## config.mk

```make
export PLATFORM = sky130hd
export DESIGN_NAME = block_raster_writer
export DESIGN_NICKNAME = d
export VERILOG_FILES = /design/src/rtl/block_raster_writer.sv
export SDC_FILE = /design/constraint.sdc
export NUM_CORES = 1
export LEC_CHECK = 0
export BUFFER_PORTS_ARGS = -buffer_cell sky130_fd_sc_hd__buf_2
export CORE_ASPECT_RATIO = 1.25
export CORE_UTILIZATION = 47
export DETAILED_ROUTE_END_ITERATION = 12
export GPL_TIMING_DRIVEN = 0
export HOLD_SLACK_MARGIN = 0.1
export PLACE_DENSITY = 0.73
export SLEW_MARGIN = 20
export SYNTH_ARGS = -nofsm -noshare
export SYNTH_HDL_FRONTEND = slang
export SYNTH_SLANG_ARGS = --single-unit
```

## constraint.sdc

```tcl
create_clock -name clk_in -period 5.35 [get_ports clk_in]
set_clock_uncertainty 0.1 [all_clocks]
set_input_delay 0.535 -clock clk_in [delete_from_list [all_inputs] [get_ports clk_in]]
set_output_delay 0.535 -clock clk_in [all_outputs]
set_load 0.01 [all_outputs]
```

## src/rtl/block_raster_writer.sv

```systemverilog
// Block-to-raster write address generator: takes 8x8 block rows in decode order and
// emits one registered frame-buffer write per row, with optional per-frame bank toggling.
module block_raster_writer #(
  parameter  int W_BLOCKS   = 40,
  parameter  int H_BLOCKS   = 30,
  parameter  int DOUBLE_BUF = 1,
  localparam int ADDR_W     = $clog2(W_BLOCKS*H_BLOCKS*8) + DOUBLE_BUF
) (
  input  logic              clk_in,
  input  logic              rst_in,
  input  logic [63:0]       row_in,
  input  logic              valid_in,
  input  logic              final_in,
  output logic [ADDR_W-1:0] addr_out,
  output logic [63:0]       data_out,
  output logic              we_out,
  output logic              frame_done_out,
  output logic              bank_out,
  output logic              error_out
);

  localparam int WA = ADDR_W - DOUBLE_BUF;
  localparam int CW = (W_BLOCKS > 1) ? $clog2(W_BLOCKS) : 1;
  localparam int RW = (H_BLOCKS > 1) ? $clog2(H_BLOCKS) : 1;
  localparam logic [CW-1:0] LAST_COL     = CW'(W_BLOCKS - 1);
  localparam logic [RW-1:0] LAST_ROW     = RW'(H_BLOCKS - 1);
  localparam logic [WA-1:0] STEP_ROW     = WA'(W_BLOCKS);
  localparam logic [WA-1:0] STEP_BLK_ROW = WA'(7*W_BLOCKS + 1);

  logic [2:0]        r_q, r_d;
  logic [CW-1:0]     blk_col_q, blk_col_d;
  logic [RW-1:0]     blk_row_q, blk_row_d;
  logic [WA-1:0]     blk_base_q, blk_base_d;
  logic [WA-1:0]     r_off_q, r_off_d;
  logic              wr_bank_q, wr_bank_d;
  logic [ADDR_W-1:0] addr_q, addr_d;
  logic [63:0]       data_q, data_d;
  logic              we_q, we_d;
  logic              done_q, done_d;
  logic              bank_q, bank_d;
  logic              err_q, err_d;

  logic [WA-1:0]     word;
  logic [ADDR_W-1:0] addr_full;
  logic              at_last;
  logic              frame_end;

  assign word = blk_base_q + r_off_q;

  generate
    if (DOUBLE_BUF != 0) begin : g_bank
      assign addr_full = {wr_bank_q, word};
    end else begin : g_single
      assign addr_full = word;
    end
  endgenerate

  assign at_last   = (r_q == 3'd7) && (blk_col_q == LAST_COL) && (blk_row_q == LAST_ROW);
  assign frame_end = final_in | at_last;

  always_comb begin
    r_d        = r_q;
    blk_col_d  = blk_col_q;
    blk_row_d  = blk_row_q;
    blk_base_d = blk_base_q;
    r_off_d    = r_off_q;
    wr_bank_d  = wr_bank_q;
    addr_d     = addr_q;
    data_d     = data_q;
    we_d       = 1'b0;
    done_d     = 1'b0;
    bank_d     = bank_q;
    err_d      = err_q;
    if (valid_in) begin
      we_d   = 1'b1;
      addr_d = addr_full;
      data_d = row_in;
      done_d = frame_end;
      // A frame end that is not exactly the last row means the stream and geometry disagree.
      err_d  = err_q | (final_in ^ at_last);
      if (frame_end) begin
        r_d        = 3'd0;
        blk_col_d  = '0;
        blk_row_d  = '0;
        blk_base_d = '0;
        r_off_d    = '0;
        bank_d     = wr_bank_q;
        wr_bank_d  = (DOUBLE_BUF != 0) ? ~wr_bank_q : 1'b0;
      end else if (r_q != 3'd7) begin
        r_d     = r_q + 3'd1;
        r_off_d = r_off_q + STEP_ROW;
      end else if (blk_col_q != LAST_COL) begin
        r_d        = 3'd0;
        r_off_d    = '0;
        blk_col_d  = blk_col_q + CW'(1);
        blk_base_d = blk_base_q + WA'(1);
      end else begin
        r_d        = 3'd0;
        r_off_d    = '0;
        blk_col_d  = '0;
        blk_row_d  = blk_row_q + RW'(1);
        blk_base_d = blk_base_q + STEP_BLK_ROW;
      end
    end
  end

  always_ff @(posedge clk_in or posedge rst_in) begin
    if (rst_in) begin
      r_q        <= 3'd0;
      blk_col_q  <= '0;
      blk_row_q  <= '0;
      blk_base_q <= '0;
      r_off_q    <= '0;
      wr_bank_q  <= 1'b0;
      addr_q     <= '0;
      data_q     <= '0;
      we_q       <= 1'b0;
      done_q     <= 1'b0;
      bank_q     <= 1'b0;
      err_q      <= 1'b0;
    end else begin
      r_q        <= r_d;
      blk_col_q  <= blk_col_d;
      blk_row_q  <= blk_row_d;
      blk_base_q <= blk_base_d;
      r_off_q    <= r_off_d;
      wr_bank_q  <= wr_bank_d;
      addr_q     <= addr_d;
      data_q     <= data_d;
      we_q       <= we_d;
      done_q     <= done_d;
      bank_q     <= bank_d;
      err_q      <= err_d;
    end
  end

  assign addr_out       = addr_q;
  assign data_out       = data_q;
  assign we_out         = we_q;
  assign frame_done_out = done_q;
  assign bank_out       = bank_q;
  assign error_out      = err_q;

endmodule
```

==> flow_summary.yaml, run 1 <==
run_status:
  status: "complete, no violations"
clock_tree:
  cts_max_level: 4
  clockRootBuffer: "clkbuf_16"
  clockBufferDepth: 2
  cts_setup_buffers: 0
  cts_resized: 0
  cts_tree: "done"
  clkTransAtPathRegs_ps: 50
  clk_latency_ps: 410
  clkSinkCount: 123
  cts_made_buffers: 17
timing:
  period_needed_ps: 3150
  setup_ws_ps: 2200
  hold_viol_final: 0
  rsz0062_at_grt: "false"
  setup_tns_ps: 0
  final-setup-viol-count: 0
  fmax_ghz: 0.317
  finalMaxSlewViolations: 0
  finalCritPeriodShare: 0.589
  hold_ws_ps: 151
  maxSlewHeadroom: 0.510
  tightest_slew_ps: 733
worst_setup_path:
  crit_type: "reg2reg"
  slowest_delay_ps: 590
  crit_arrival_ps: 3320
  slowest_stage: "nor2_1"
  crit_path_max_fanout: 11
  endpoint_kind: "flip-flop"
  critPathLaunchType: "flip-flop"
  crit_chain: "ha_1 > nand4b_1 > nor2_1 > nand3_1 > ha_1 > inv_2 > nand2_1 > inv_2 > buf_1 > nor2_1"
  path_buf_inv: 3
  critPathRequiredTime_ps: 5520
  critPathTopFamily: "simple AND/OR/NAND/NOR gates"
  rrSetupSlack_ps: 2200
floorplan:
  core-area_mm2: 0.0116
  io-pin-count: 151
  num_rows: 44
  dieHeight_um: 124
  dieWidth_um: 99.8
  dieArea_mm2: 0.0124
  initial_core_util: 0.484
power:
  seq_power_share: 0.414
  p_leak_nw: 3.57
  sw_frac_of_total: 0.246
  p_int_mw: 2.00
  total_power_mw: 2.66
  clockPowerShare: 0.445
  ir_drop_mv: 0.218
  p_sw_uw: 653
  power_density_mw_per_mm2: 367
  combPwrFrac: 0.141
yosys:
  ys_warn_count: 0
  ys_ff_latch: 123
  syn-num-nets: 547
  synthCells: 457
  synthesis.area_mm2: 0.00562
  yosysSeqAreaShare: 0.547
  syn_avg_cell_area_um2: 12.3
  synthArstFlopShare: 1.00
  synth-main-ff-cell: "dfrtp_1"
  synth_edf_count: 0
  yosys.cell_types.count: 49
global_route:
  grt_pass1_vias: 4367
  grt_start_max_net_pins: 79
  grt_use_total: 0.216
  antenna_found_initial: 0
  grt_pass1_wl_um: 20800
  global_route.overflow_total: 0
layout:
  nets: 718
  most-common-layout-cells: "163 x buf_2, 123 x dfrtp_1, 75 x mux2_2, 28 x nor2_1, 26 x nand2_1"
  n_antenna_cell: 0
  final_layout_size_suffix_gt1_frac: 0.437
  layout_commonest_cell: "buf_2"
  area_growth_pct: 28.7
  final_core_util: 0.623
placed_design:
  dp_slack_ps: 2210
  port_buffers: 150
  hpwl_um: 8910
  place_congestion: 0.788
route:
  postRouteAntennaNets: 0
  vias_per_cell: 5.15
  first_pass_iters: 5
  drt-initial-drc-count: 169
  met3WireLength_um: 602
  via_count: 4128
  wire_per_inst_um: 15.6
  drt-met1-wl_um: 4940
  top_layer: "met4"
  wirelength_um: 12500
  dr_wl_met2_um: 6710
  drcViolationCount: 0
min_path:
  hold_class: "in2reg"
flow_run:
  cap_violations: 0
==> path summary, 6_finish.rpt <==
path                               from           end  cells past startpoint
max in group asynchronous        rst_in  data_out[22]                      4
min                            valid_in        we_out                      1
min reg2reg                   error_out     error_out                      1
max reg2reg                blk_col_q[0]  blk_row_q[3]                     10
min in group asynchronous        rst_in  data_out[11]                      3
max                        blk_col_q[0]  blk_row_q[3]                     10
==> metal layers <==
| metal | global-route usage | vias up |
|---|---|---|
| met5 | 0 | - |
| met4 | 0.109 | 0 |
| met3 | 0.0511 | 22 |
| met2 | 0.377 | 114 |
| met1 | 0.243 | 2026 |
| li1 | - | 1966 |
==> power groups by stage <==
stage	Sequential, mW	Clock, mW	Combinational [mW]
after floorplan	1.14	0	0.188
after global placement	1.11	0	0.360
after detailed placement	1.11	0	0.374
after CTS	1.10	1.20	0.380
after global routing	1.11	1.25	0.413
final	1.10	1.18	0.374
==> cells in the mapped netlist, types with 2 or more instances <==
cell type | number | area, µm²
xor2_1 | 14 | 123
nand4_1 | 7 | 43.8
dfrtp_1 | 123 | 3080
a211o_1 | 2 | 17.5
a21o_1 | 7 | 52.6
and2_1 | 4 | 25.0
inv_1 | 13 | 48.8
mux2i_1 | 5 | 50.1
xnor2_1 | 15 | 131
ha_1 | 22 | 275
nand2_1 | 26 | 97.6
buf_2 | 13 | 65.1
inv_2 | 2 | 7.51
a22o_1 | 2 | 17.5
a21oi_2 | 2 | 17.5
nand3_1 | 16 | 80.1
and3_1 | 5 | 31.3
mux2_2 | 75 | 845
o21ai_0 | 15 | 75.1
a31o_1 | 4 | 35.0
a21oi_1 | 17 | 85.1
or3_1 | 7 | 43.8
nor2_1 | 28 | 105
nor3_1 | 5 | 25.0
o31ai_1 | 2 | 15.0
o2111a_1 | 3 | 33.8
==> worst register-to-register path, cell delays in order, from the launching register on <==
cell and delay, ps:
dfrtp_1 390, ha_1 210, nand4b_1 130, nor2_1 590, nand3_1 170, ha_1 330, inv_2 130, nand2_1 200
inv_2 220, buf_1 430, nor2_1 110
==> logic make-up (layout without fill, tap and decap cells) <==
kind of cell | after synthesis | after routing | synth area share
other | 1 | 1 | 0.000667
xor gates and xnor gates | 29 | 29 | 0.0452
buffers and inverters | 30 | 214 | 0.0229
AOI/OAI and AO/OA | 66 | 66 | 0.0834
and+or+nand+nor | 105 | 105 | 0.0899
muxes | 81 | 81 | 0.162
DFF | 123 | 123 | 0.547
adders and majority gates | 22 | 22 | 0.0489
==> state kept, by name (all words and copies together), names as in the netlist, 3 cells and up <==
| name | flops |
|---|---|
| blk_row_q | 5 |
| r_off_q | 11 |
| addr_out | 15 |
| blk_col_q | 6 |
| r_q | 3 |
| data_out | 64 |
| blk_base_q | 14 |
==> per-stage QoR <==
step                      instances  area (µm²)
final                           802        7240
after global routing            802        7240
after CTS                       802        7240
after detailed placement        769        6610
after global placement          768        6580
after floorplan                 457        5620
==> final cells by class <==
cell class / instances / area (µm²)
Clock buffer: 26 / 509
Fill cell: 936 / 4380
Buffer: 15 / 72.6
Multi-Input combinational cell: 304 / 2420
Tap cell: 161 / 201
Clock inverter: 6 / 108
Inverter: 15 / 61.3
Sequential cell: 123 / 3080
Timing Repair Buffer: 152 / 788
==> timing repair <==
action	CTS	global route
hold endpoints to repair	45	0
hold buffers	1	0
endpoints found under the setup margin	0	0
(Power assumes the default switching activity.)
==> inputs of run 2 (changes only) <==
- clock period: 5.35 -> 3.2 ns (I/O delays scaled with it)
==> run 2 against run 1 <==
Against the previous run:
- critical path depth unchanged
- register-to-register slack worse by 2000 ps
- sequential share of layout area down 3.7 points
- sequential cell count unchanged
- count of clock-buffer cells in the layout unchanged
- final cell count up 8.4%
- critical path type unchanged
==> flow_summary.yaml, run 2 (synthesis gave the netlist of run 1 again) <==
clock_tree:
  clkSinkCount: 123
  clockRootBuffer: "clkbuf_16"
  clkTransAtPathRegs_ps: 50
  cts_made_buffers: 17
  clockBufferDepth: 2
  cts_max_level: 4
  clk_latency_ps: 410
  cts_setup_buffers: 0
  cts_tree: "done"
power:
  total_power_mw: 4.54
  power_density_mw_per_mm2: 574
  clockPowerShare: 0.436
  p_sw_mw: 1.13
  combPwrFrac: 0.158
  seq_power_share: 0.406
  p_int_mw: 3.41
  ir_drop_mv: 0.370
  sw_frac_of_total: 0.250
  p_leak_nw: 3.85
layout:
  layout_commonest_cell: "buf_2"
  nFillCells: 783
  final_core_util: 0.682
  nets: 785
  n_antenna_cell: 0
  multi_input_area_mm2: 0.00242
  largest_reg_flops: 64
  final_cell_area_mm2: 0.00792
  seq_area_mm2: 0.00308
  layout.cells.non_filler: 869
  most-common-layout-cells: "163 x buf_2, 123 x dfrtp_1, 75 x mux2_2, 66 x dlygate4sd3_1, 27 x nor2_1"
  final_layout_size_suffix_gt1_frac: 0.400
  area_growth_pct: 40.8
placed_design:
  port_buffers: 150
  dp_slack_ps: 90.8
  dp_cells: 771
  dpl_cell_area_mm2: 0.00664
  hpwl_um: 9040
  place_congestion: 0.805
timing:
  setup_ws_ps: 245
  final-setup-viol-count: 0
  rsz0062_at_grt: "false"
  hold_ws_ps: 202
  period_needed_ps: 2950
  finalMaxSlewViolations: 0
  hold_viol_final: 0
  maxSlewHeadroom: 0.645
  tightest_slew_ps: 531
  setup_tns_ps: 0
  finalCritPeriodShare: 0.923
  fmax_ghz: 0.338
global_route:
  grt_use_met1: 0.256
  busiest_layer: "met2"
  grt_util_met2: 0.468
  antenna_found_initial: 0
  global_route.overflow_total: 0
  grt_start_max_net_pins: 36
  grt_pass1_wl_um: 24300
  grt_use_total: 0.256
  grt_pass1_vias: 4922
  grt_util_met3: 0.0701
floorplan:
  io-pin-count: 151
  dieWidth_um: 99.8
  num_rows: 44
  core-area_mm2: 0.0116
  initial_core_util: 0.484
  dieArea_mm2: 0.0124
  dieHeight_um: 124
min_path:
  hold_class: "in2reg"
  min-delay-start: "final_in"
worst_setup_path:
  critPathRequiredTime_ps: 3360
  rr_startpoint: "blk_col_q[0]"
  crit_path_max_fanout: 11
  crit_type: "reg2reg"
  startpoint: "blk_col_q[0]"
  endpoint_kind: "flip-flop"
  critPathLaunchType: "flip-flop"
  crit_arrival_ps: 3120
run_status:
  status: "complete, no violations"
route:
  vias_per_cell: 5.23
  first_pass_iters: 4
  wire_per_inst_um: 17.2
  wirelength_um: 15000
  via_count: 4543
  drcViolationCount: 0
  postRouteAntennaNets: 0
  drt-initial-drc-count: 108
flow_run:
  cap_violations: 0
run 2: cell types whose count changed in the layout (fill, tap and decap cells not counted), sizes merged:
cell	previous run	this run
clkinvlp	1	2
buf	165	167
dlygate4sd3	1	66
inv	15	14
run 2: area by class of cell:
| type | instances | share of cell area |
|---|---|---|
| clock buffer | 26 | 0.0643 |
| timing repair buffer | 219 | 0.186 |
| buffer | 15 | 0.00916 |
| clock inverter | 6 | 0.0136 |
| inverter | 15 | 0.00758 |
| multi-input combinational | 304 | 0.306 |
| sequential | 123 | 0.389 |
| tap | 161 | 0.0254 |
run 2: per-layer routing:
layer / share of wire / vias to the layer above
li1: - / 2101
met1: 0.36 / 2240
met2: 0.54 / 152
met3: 0.058 / 50
met4: 0.041 / 0
met5: 0 / -
run 2: power groups by stage:
stage          Clock, mW  Sequential (mW)  Combinational [mW]
2_1_floorplan          0             1.91               0.314
3_3_place_gp           0             1.85               0.609
3_5_place_dp           0             1.86               0.635
4_1_cts             2.00             1.84               0.707
5_1_grt             2.08             1.86               0.783
6_report            1.98             1.85               0.717
run 2: timing repair:
action / CTS / global route
resized for setup: 0 / 1
hold buffers: 66 / 0
setup endpoints to repair: 0 / 21
hold endpoints to repair: 87 / 0
run 2: final timing paths:
kind	end	slack (ps)	cells after the start
max	blk_base_q[7]	250	10
min in group asynchronous	data_out[6]	430	3
max reg2reg	blk_base_q[7]	250	10
max in group asynchronous	r_off_q[13]	1520	6
min reg2reg	error_out	360	1
min	error_out	200	4
run 2: critical path, cell delays in order (launching register included):
cell and delay (ps):
dfrtp_1 400, ha_1 220, nand4b_1 140, nor2_2 410, nand3_1 140, ha_1 310, inv_2 130, nand2_1 180
inv_2 210, buf_1 440, nor2_1 120
